**src/rtl/ncc_set_scheduler.sv**
```systemverilog
// Per-frame sequencer for the NCC engine: runs template fetch, window fetch and
// result write-back for each set, counts completed sets and flags end of frame.
module ncc_set_scheduler #(
  parameter int NUM_SETS = 150,
  parameter int WB_WORDS = 3,
  parameter int DATA_W   = 32,
  parameter int RC_W     = 7,
  localparam int SET_W   = $clog2(NUM_SETS + 1),
  localparam int IDX_W   = (WB_WORDS > 1) ? $clog2(WB_WORDS) : 1
) (
  input  logic                         clk,
  input  logic                         rst_n,
  input  logic                         ready_2_start,
  input  logic                         abort,
  input  logic                         reuse_tmpl,
  input  logic [RC_W-1:0]              template_row,
  input  logic [RC_W-1:0]              template_col,
  input  logic                         template_done,
  input  logic [RC_W-1:0]              window_row,
  input  logic [RC_W-1:0]              window_col,
  input  logic                         window_done,
  input  logic [WB_WORDS*DATA_W-1:0]   result_in,
  input  logic                         mem_gnt,
  output logic                         activate_template,
  output logic                         activate_window,
  output logic                         req,
  output logic                         rd_wr,
  output logic                         tem_win,
  output logic [RC_W-1:0]              row,
  output logic [RC_W-1:0]              col,
  output logic [DATA_W-1:0]            write_data,
  output logic [IDX_W-1:0]             wr_index,
  output logic [SET_W-1:0]             set,
  output logic                         set_done,
  output logic                         busy,
  output logic [2:0]                   dbg_state
);

  typedef enum logic [2:0] {
    IDLE = 3'd0,
    TEMP = 3'd1,
    WIND = 3'd2,
    WRIT = 3'd3,
    DONE = 3'd4
  } state_e;

  state_e                       state_q, state_d;
  logic [SET_W-1:0]             set_q, set_d;
  logic [IDX_W-1:0]             wb_idx_q, wb_idx_d;
  logic [WB_WORDS*DATA_W-1:0]   wb_q, wb_d;
  logic [DATA_W-1:0]            wb_words [WB_WORDS];

  for (genvar k = 0; k < WB_WORDS; k++) begin : g_words
    assign wb_words[k] = wb_q[k*DATA_W +: DATA_W];
  end

  always_ff @(posedge clk or negedge rst_n) begin
    if (!rst_n) begin
      state_q  <= IDLE;
      set_q    <= '0;
      wb_idx_q <= '0;
      wb_q     <= '0;
    end else begin
      state_q  <= state_d;
      set_q    <= set_d;
      wb_idx_q <= wb_idx_d;
      wb_q     <= wb_d;
    end
  end

  always_comb begin
    state_d  = state_q;
    set_d    = set_q;
    wb_idx_d = wb_idx_q;
    wb_d     = wb_q;
    case (state_q)
      IDLE: begin
        set_d = '0;
        if (ready_2_start) state_d = TEMP;
      end
      TEMP: begin
        if (abort) begin
          state_d = IDLE;
          set_d   = '0;
        end else if (template_done) begin
          state_d = WIND;
        end
      end
      WIND: begin
        if (abort) begin
          state_d = IDLE;
          set_d   = '0;
        end else if (window_done) begin
          wb_d     = result_in;
          wb_idx_d = '0;
          state_d  = WRIT;
        end
      end
      WRIT: begin
        if (abort) begin
          state_d  = IDLE;
          set_d    = '0;
          wb_idx_d = '0;
        end else if (mem_gnt) begin
          if (wb_idx_q == IDX_W'(WB_WORDS - 1)) begin
            set_d = set_q + SET_W'(1);
            // Template reuse only ever skips TEMP for later sets; set 0 enters via IDLE->TEMP.
            if (set_q == SET_W'(NUM_SETS - 1)) state_d = DONE;
            else if (reuse_tmpl)               state_d = WIND;
            else                               state_d = TEMP;
          end else begin
            wb_idx_d = wb_idx_q + IDX_W'(1);
          end
        end
      end
      DONE: begin
        set_d   = '0;
        state_d = IDLE;
      end
      default: begin
        state_d = IDLE;
        set_d   = '0;
      end
    endcase
  end

  always_comb begin
    activate_template = 1'b0;
    activate_window   = 1'b0;
    req               = 1'b0;
    rd_wr             = 1'b0;
    tem_win           = 1'b0;
    row               = '0;
    col               = '0;
    write_data        = '0;
    wr_index          = '0;
    set_done          = 1'b0;
    busy              = (state_q != IDLE);
    case (state_q)
      TEMP: begin
        activate_template = 1'b1;
        req               = 1'b1;
        row               = template_row;
        col               = template_col;
      end
      WIND: begin
        activate_window = 1'b1;
        req             = 1'b1;
        tem_win         = 1'b1;
        row             = window_row;
        col             = window_col;
      end
      WRIT: begin
        req        = 1'b1;
        rd_wr      = 1'b1;
        write_data = wb_words[wb_idx_q];
        wr_index   = wb_idx_q;
      end
      DONE:    set_done = 1'b1;
      default: ;
    endcase
  end

  assign set       = set_q;
  assign dbg_state = state_q;

endmodule

```
**config.mk**
```make
export PLATFORM = sky130hd
export DESIGN_NAME = ncc_set_scheduler
export DESIGN_NICKNAME = d
export VERILOG_FILES = /design/src/rtl/ncc_set_scheduler.sv
export SDC_FILE = /design/constraint.sdc
export NUM_CORES = 1
export LEC_CHECK = 0
export CORE_MARGIN = 2
export CORE_UTILIZATION = 41
export CTS_CLUSTER_SIZE = 10
export DETAILED_ROUTE_END_ITERATION = 12
export PLACE_DENSITY_LB_ADDON = 0.08
export SYNTH_ARGS = -nofsm -noshare
export SYNTH_HDL_FRONTEND = slang
export SYNTH_SLANG_ARGS = --single-unit
```
**constraint.sdc**
```tcl
create_clock -name clk -period 1.81 [get_ports clk]
set_input_delay 0.362 -clock clk [delete_from_list [all_inputs] [get_ports clk]]
set_output_delay 0.362 -clock clk [all_outputs]
set_load 0.02 [all_outputs]
```
Word level (Yosys, flattened, before mapping)
Cells that the tools add are included.

$add $sub $neg: 2. Order comparisons: 1. Eq/ne operators: 15. Muxes and demuxes: 34. Bitwise logic cells: 2. Reductions and logical operators: 9.

Operator list (number): $mux W32 (3); $bmux W32 S2 (1); $mux W8 (4); $pmux W7 S2 (2); $mux W3 (9); $pmux W8 S2 (1); $ne A3 B3 Y1 const B (5); $mux W2 (7); $pmux W3 S4 (1); $reduce_and A5 Y1 (2); $add A8 B1 Y8 const B (1); $eq A8 B8 Y1 const B (1); $eq A3 B2 Y1 const B (2); $ne A2 B2 Y1 const B (3); $reduce_and A3 Y1 (2); $mux W1 (5); $pmux W2 S2 (1); $eq A3 B1 Y1 const B (1); $eq A3 B3 Y1 const B (1); $ge A3 B3 Y1 const B (1); $logic_not A3 Y1 (1); $not A2 Y3 (1); $reduce_bool A3 Y1 (1); $reduce_or A3 Y1 (1); other kinds (6) (6).

Register bits: 109. Input bits: 132. Output and inout port bits: 66. Word-level logic and storage cells: 67.

Longest topological paths before layout
Gate-level depths: netlist of run 1.

Depth after elaboration: 6. Depth in mapped cells: 8. Gate-level depth less buffers: 6.

Worst setup path before layout of run 1
No wires, ideal clock.

Kind: register to output. Start point: register state_q[0] (netlist: dbg_state[0]). End point: output col[1]. Arrival: 1.812 ns. Data required time: 1.448 ns. Path slack: -0.364 ns. Cell stages (with the launch flop): 6. Path buffers: 2. Cell sequence: dfrtp_1 > buf_2 > inv_1 > nor3_1 > buf_2 > a22o_1.

Word-level cells in the longest chain between the ends: 2. Elaborated cells on any way between the ends: 3. Those cells by class: 2 x eq/ne; 1 x mux.

RTL lines: start: declaration (RTL line 47) `state_e state_q, state_d;`; start signal: assignment (RTL line 64) `state_q <= state_d;`; $eq A3 B2 Y1 / $eq A3 B1 Y1 (equally long branches) (RTL line 139) `case (state_q)`; $pmux W7 S2 * (RTL line 139); end: declaration (RTL line 30) `output logic [RC_W-1:0] col,`.

Mark *: on every way between the ends. The rest lies on a longest branch, timed or not.

Worst setup path in the final report of run 1
Start point: register wb_idx_q[1]. End point: output write_data[17].

Word-level cells in the longest chain between the ends: 5.

RTL lines: start: declaration (RTL line 49) `logic [IDX_W-1:0] wb_idx_q, wb_idx_d;`; start signal: assignment (RTL line 66) `wb_idx_q <= wb_idx_d;`; $not A2 Y3 (not written as such) (RTL line 156) `write_data = wb_words[wb_idx_q];`; $bmux W32 S2 (RTL line 156); $mux W32 (not written as such) (2 in series) (RTL line 156); $mux W32 (RTL line 139); end: declaration (RTL line 31) `output logic [DATA_W-1:0] write_data,`.

Every way passes these cells. The select of a mux whose other input is x is not followed.

==> results of run 1 <==
## cell type report
cell class	count	area, um2	area share, %
Inverter	6	25.0	0.282
Clock buffer	13	260	2.93
Sequential cell	109	2730	30.8
Timing Repair Buffer	274	3020	34.0
Clock inverter	3	18.8	0.211
Multi-Input combinational cell	314	2610	29.4
Tap cell	172	215	2.42
## state kept, by name, summed over array words and instances (netlist names)
register / cells
wb_q: 96
set: 8
wb_idx_q: 2
dbg_state: 3
## what timing repair did
action / in CTS / in global routing
setup buffers: 4 / 13
pin swaps: 0 / 11
endpoints found under the hold margin: 27 / 0
hold buffers: 1 / 0
endpoints found under the setup margin: 164 / 165
resized for setup: 258 / 104
cloned: 1 / 16
## cell usage after synthesis, drive strengths merged (3+ instances only)
cell and number:
and3 4, a22o 15, nand2b 3, clkbuf 15, nor2b 4, dfrtp 109
nand3 3, nor3 3, nor2 73, a21oi 34, nand2 6, mux2i 34
nor3b 4, mux2 96, ha 3, o31ai 4, o21ai 8, buf 17
inv 6
## how the worst min path moves through the flow
stage	endpoint	slack, ns	cells after the start
6_report	set[5]	0.50	2
3_5_place_dp	set[4]	0.34	1
5_1_grt	wb_q[51]	0.52	1
4_1_cts	wb_q[1]	0.51	1
3_3_place_gp	set[5]	0.33	1
2_1_floorplan	dbg_state[0]	0.07	0
## routing by layer
| layer | track usage (%) | share of wire, % | up-vias |
|---|---|---|---|
| met4 | 6.47 | 1.1 | 0 |
| met2 | 37.1 | 51 | 151 |
| met5 | 0 | 0 | - |
| li1 | - | - | 2141 |
| met3 | 6.27 | 6.7 | 14 |
| met1 | 25.6 | 41 | 2208 |
## logic make-up (layout without fill, tap and decap cells)
logic type,after synthesis,count (layout),share of synthesized area (%)
compound gates,67,67,7.83
xor+xnor,2,2,0.326
fa+ha+maj,3,3,0.700
buf+inv,38,296,3.71
flops,109,109,50.8
mux,130,130,26.5
simple gates,112,112,10.1
## through the flow
stage / area [um2] / instances / power [mW] / hold WS, ns
6_report: 8890 / 891 / 12.2 / 0.502
3_3_place_gp: 7910 / 842 / 9.23 / 0.333
4_1_cts: 8130 / 864 / 11.3 / 0.507
2_1_floorplan: 5420 / 461 / 7.20 / 0.0664
5_1_grt: 8890 / 891 / 12.9 / 0.523
3_5_place_dp: 7910 / 842 / 9.42 / 0.338
## power groups by stage
stage	Sequential, mW	Combinational (mW)	Clock [mW]
floorplan	3.99	3.21	0
global placement	4.07	5.15	0
detailed placement	4.16	5.27	0
CTS	4.11	5.24	1.93
global route	4.28	6.61	2.03
finish	4.15	6.15	1.88
==> results.md, run 1 <==
* Status: finished with violations
* Failing checks: setup timing
* Worst hold path type: input port to async pin
* Post-Syn Nets at 596
* Vias per Instance at 5.07
* RSZ-0062 raised after global routing: yes
* Crit. Startpoint: wb_idx_q[1]
* Detail Route Antenna Nets at 0
* Yosys cell types at 42
* Fmax at about 480 MHz
* Maxcap violations at 0
* Number of global-route vias before repair at ~4.7k
* Worst-Skew Late Latency at about 0.35 ns
* Most used flip-flop cell after synthesis: dfrtp_1
* Area share of the largest cell type after synthesis at between 50% and 60%
* Ys Warns at 0
* Die W at between 100 and 150 um
* Synthesized area at between 5000 and 6000 um2
* Via count at 4514
* CP Depth at 7
* PwrDens at between 1000 and 1500 nW/um2
* Final clock skew at around 0.0081 ns
* Sequential-to-total area share from yosys stat at approximately 51%
* Crit-path cells: buf_4, nor2_4, buf_12, buf_12, a21oi_1, nor2_1, buf_4
* CTS tree: yes
* Core Region at about 13000 um2
* Setup violators final at approximately 150
* Die height at ~120 um
* Combinational share of power at between 50% and 60%
* Worst setup SP type: register
* Slew HR at a little over two thirds
* Layout cells sized above 1 at between 30% and 40%
* Dpl hpwl at between 10000 and 15000 um
* CP Max Fanout at 6
* Fillers at about 1k
* Gpl congestion at 0.795
* Largest area contributor in the netlist: dfrtp_1
* Max stage delay cell, worst path: dfrtp_2
* Final worst-path cycle share at 115%
* DRT Wirelength at 16600 um
* Row count at 41
* Reg2Reg Launch Point: dbg_state[2]
* H-tree depth at 3
* Starting Density at between 40% and 50%
* Most frequent cells in the layout: 134 x clkdlybuf4s50_1, 104 x dfrtp_1, 95 x mux2_2, 68 x nor2_1, 63 x buf_4
* Int Pwr at approximately 8.0 mW
* First-pass DRT Iterations at 4
* Total negative slack at -20.65 ns
* # nets final at about 850
* Clk sinks at between 100 and 150
* # IOs at about 200
* Minimum clock period at ~2.1 ns
* Setup ws final at -0.278 ns
* Net Switching at around 4.2 mW
* CTS Buffer Depth at 2
* Pleak at roughly 4.0 nW
* Worst Setup EP: write_data[17]
* Register-to-Register Path Depth at 8
* Max rail drop VDD at 0.712 mV
* First-pass GRT wire length at roughly 24000 um
* Largest net degree at the start of global routing at 34
* Commonest non-fill, non-tap cell in the layout: clkdlybuf4s50_1
* Final hold vios at 0
* DRT iter0 DRCs at 123
* Reg2reg end: wb_q[77]
* CP endpoint kind: primary output
* Mean Syn Cell Area at 11.6 um2
* Number of synthesized flops with an enable pin at 0
* Worst-path clk slew at roughly 0.07 ns
* DRC violations left at 0
* R2R Setup Slk at -0.14 ns
* Asr flop ratio synth at 100%
* Slew of the pin with the lowest slew margin at 0.442 ns
* Dpl ws at -0.353 ns
* Buffers & Inverters on Critical Path at 4
* Sw Share at approximately a third
* Root buffer cell: clkbuf_16
* Initial antenna violation count at 0
* Seq cells post-synth at ~110
* GRT Util Overall at about a fifth
* Clock power frac at 15.4%
* Diode count at 0
* WL per Instance at around 19 um
* Gr ovfl total at 0
* Delay of the slowest critical-path stage at around 0.45 ns
* CTS buffer count at 9
* Critical path's top delay family: buffers and inverters
* Worst EP required at roughly 1.5 ns
* Buffers on Ports at 197
* Flop pwr share at about a third
* Layout area overhead at 65.6%
* Die ar. at 14000 um2
* Mapped Cells at between 400 and 500
* Final Max Slew Viols at 0
* Finished Core Util at between 60% and 70%
* Critical path arrival at approximately 1.7 ns
* Largest cells by area after synthesis: dfrtp_1 51%, mux2_2 20%, mux2i_1 6.3%
* Kind of critical path: register to primary output
Note: power is estimated with default switching activity, not from simulation.
==> inputs of run 2 (changes only) <==
--- a/config.mk
+++ b/config.mk
@@ -5,6 +5,7 @@
 export SDC_FILE = /design/constraint.sdc
 export NUM_CORES = 1
 export LEC_CHECK = 0
+export CORE_ASPECT_RATIO = 0.9
 export CORE_MARGIN = 2
 export CORE_UTILIZATION = 41
 export CTS_CLUSTER_SIZE = 10
==> results.md, run 2 (synthesis gave the netlist of run 1 again) <==
* Status: finished with violations
* Failing checks: setup timing
* Delay of the slowest critical-path stage at ~0.46 ns
* Worst hold path type: input port to async pin
* Die W at ~120 um
* Fmax at 493 MHz
* First-pass DRT Iterations at 4
* Buffers on Ports at between 150 and 200
* # IOs at 198
* Slew of the pin with the lowest slew margin at roughly 0.4 ns
* Die ar. at approximately 14000 um2
* Initial antenna violation count at 0
* Most frequent cells in the layout: 133 x clkdlybuf4s50_1, 105 x dfrtp_1, 96 x mux2_2, 69 x nor2_1, 57 x buf_4
* Commonest non-fill, non-tap cell in the layout: clkdlybuf4s50_1
* Layout cells sized above 1 at between 30% and 40%
* Final hold vios at 0
* CP Max Fanout at 6
* Detail Route Antenna Nets at 0
* Final worst-path cycle share at 112%
* Row count at 39
* Largest register FFs at 96
* Final Max Slew Viols at 0
* Crit-path cells: buf_6, buf_12, mux2i_2, nor2_1, a21oi_1, nor2_1, buf_2
* WL per Instance at around 19 um
* Pleak at ~4 nW
* Layout area overhead at 65.6%
* H-tree depth at 3
* CTS tree: yes
* Worst-path clk slew at 0.07 ns
* Root buffer cell: clkbuf_16
* Finished Core Util at a little over two thirds
* Number of global-route vias before repair at approximately 4.6k
* Setup ws final at -0.218 ns
* Maxcap violations at 0
* Minimum clock period at between 2 and 2.5 ns
* Critical path arrival at about 1.7 ns
* Clk sinks at 109
* Die height at 113 um
* Max rail drop VDD at roughly 0.66 mV
* Fillers at a little over 900
* Worst-Skew Late Latency at 0.35 ns
* Dpl ws at -0.274 ns
* CTS buffer count at 9
* CTS Buffer Depth at 2
* Largest net degree at the start of global routing at between 50 and 60
* Starting Density at a little over two fifths
* Setup violators final at 140
* DRT Wirelength at approximately 17000 um
* Core Region at 12700 um2
* CP endpoint kind: primary output
* # nets final at approximately 850
* Slew HR at between 70% and 80%
* Gr ovfl total at 0
* Final clock skew at between 0.009 and 0.01 ns
* Worst setup SP type: register
* Crit path top cell by count: nor2_1
* DRT iter0 DRCs at about 220
* GRT Util Overall at ~22%
* Kind of critical path: register to primary output
* Gpl congestion at about 0.90
* First-pass GRT wire length at 24600 um
* Diode count at 0
* DRC violations left at 0
* Max stage delay cell, worst path: dfrtp_2
* PwrDens at between 1000 and 1500 nW/um2
* RSZ-0062 raised after global routing: yes
* Vias per Instance at approximately 5.2
* Via count at about 4.6k
* Worst EP required at ~1.5 ns
* Largest Register: wb_q
* Dpl hpwl at 10900 um
[run 2: cell count changes in the layout (fill, tap and decap cells not counted), moves of 4 or more]
cell	change
buf_12	-5
buf_8	+5
buf_4	-6
buf_6	+6
o21ai_1	+4
buf_2	+5
[run 2: repair_timing]
action | in CTS | in global routing
resized for setup | 314 | 63
hold buffers | 1 | 0
pin swaps | 15 | 17
hold endpoints to repair | 3 | 0
gates cloned | 6 | 13
setup buffers | 14 | 9
endpoints found under the setup margin | 67 | 164
[run 2: final timing paths]
check / startpoint / end / slack, ns / cells after the start
min in group clk: wb_q[8] / wb_q[8] / 0.51 / 1
max in group asynchronous: rst_n / wb_q[19] / 0.82 / 3
setup reg to reg: wb_idx_q[1] / set[7] / -0.20 / 8
hold reg to reg: wb_q[8] / wb_q[8] / 0.51 / 1
hold / removal: rst_n / wb_q[56] / 0.38 / 2
setup / recovery: wb_idx_q[1] / write_data[17] / -0.22 / 7
[run 2: area by class of cell]
type | instances | area [um2] | share of cell area [%]
clock buffer | 11 | 233 | 2.62
multi-input combinational | 314 | 2600 | 29.2
tap | 164 | 205 | 2.31
inverter | 6 | 22.5 | 0.253
clock inverter | 5 | 83.8 | 0.943
sequential | 109 | 2730 | 30.7
timing repair buffer | 277 | 3010 | 33.9
[run 2: routing by layer]
layer | GRT usage (%) | part of all wire [%]
met2 | 39.4 | 52
met5 | 0 | 0
met4 | 7.12 | 1.6
met3 | 5.24 | 6.0
met1 | 27.0 | 41
[run 2: power breakdown]
group          switching [mW]  internal, mW
registers               0.612          3.54
clock network           0.900          1.22
logic                    2.64          3.24
[run 2: stage by stage]
| stage | power [mW] | TNS (ns) | instance area (um2) | hold WS [ns] | cells |
|---|---|---|---|---|---|
| after floorplan | 7.20 | -1.84 | 5420 | 0.0664 | 461 |
| after global placement | 9.19 | -20.32 | 7880 | 0.186 | 834 |
| after detailed placement | 9.37 | -20.57 | 7880 | 0.187 | 834 |
| after CTS | 11.8 | -12.19 | 8450 | 0.371 | 870 |
| after global routing | 12.8 | -27.40 | 8890 | 0.396 | 886 |
| final | 12.1 | -18.79 | 8890 | 0.382 | 886 |
[run 2: critical path: cells and delay by family (launching register included)]
kind / cells / cell delay, ns
and+or+nand+nor: 2 / 0.12
DFF: 1 / 0.46
AOI/OAI and AO/OA: 1 / 0.14
muxes: 1 / 0.17
buffers and inverters: 3 / 0.45
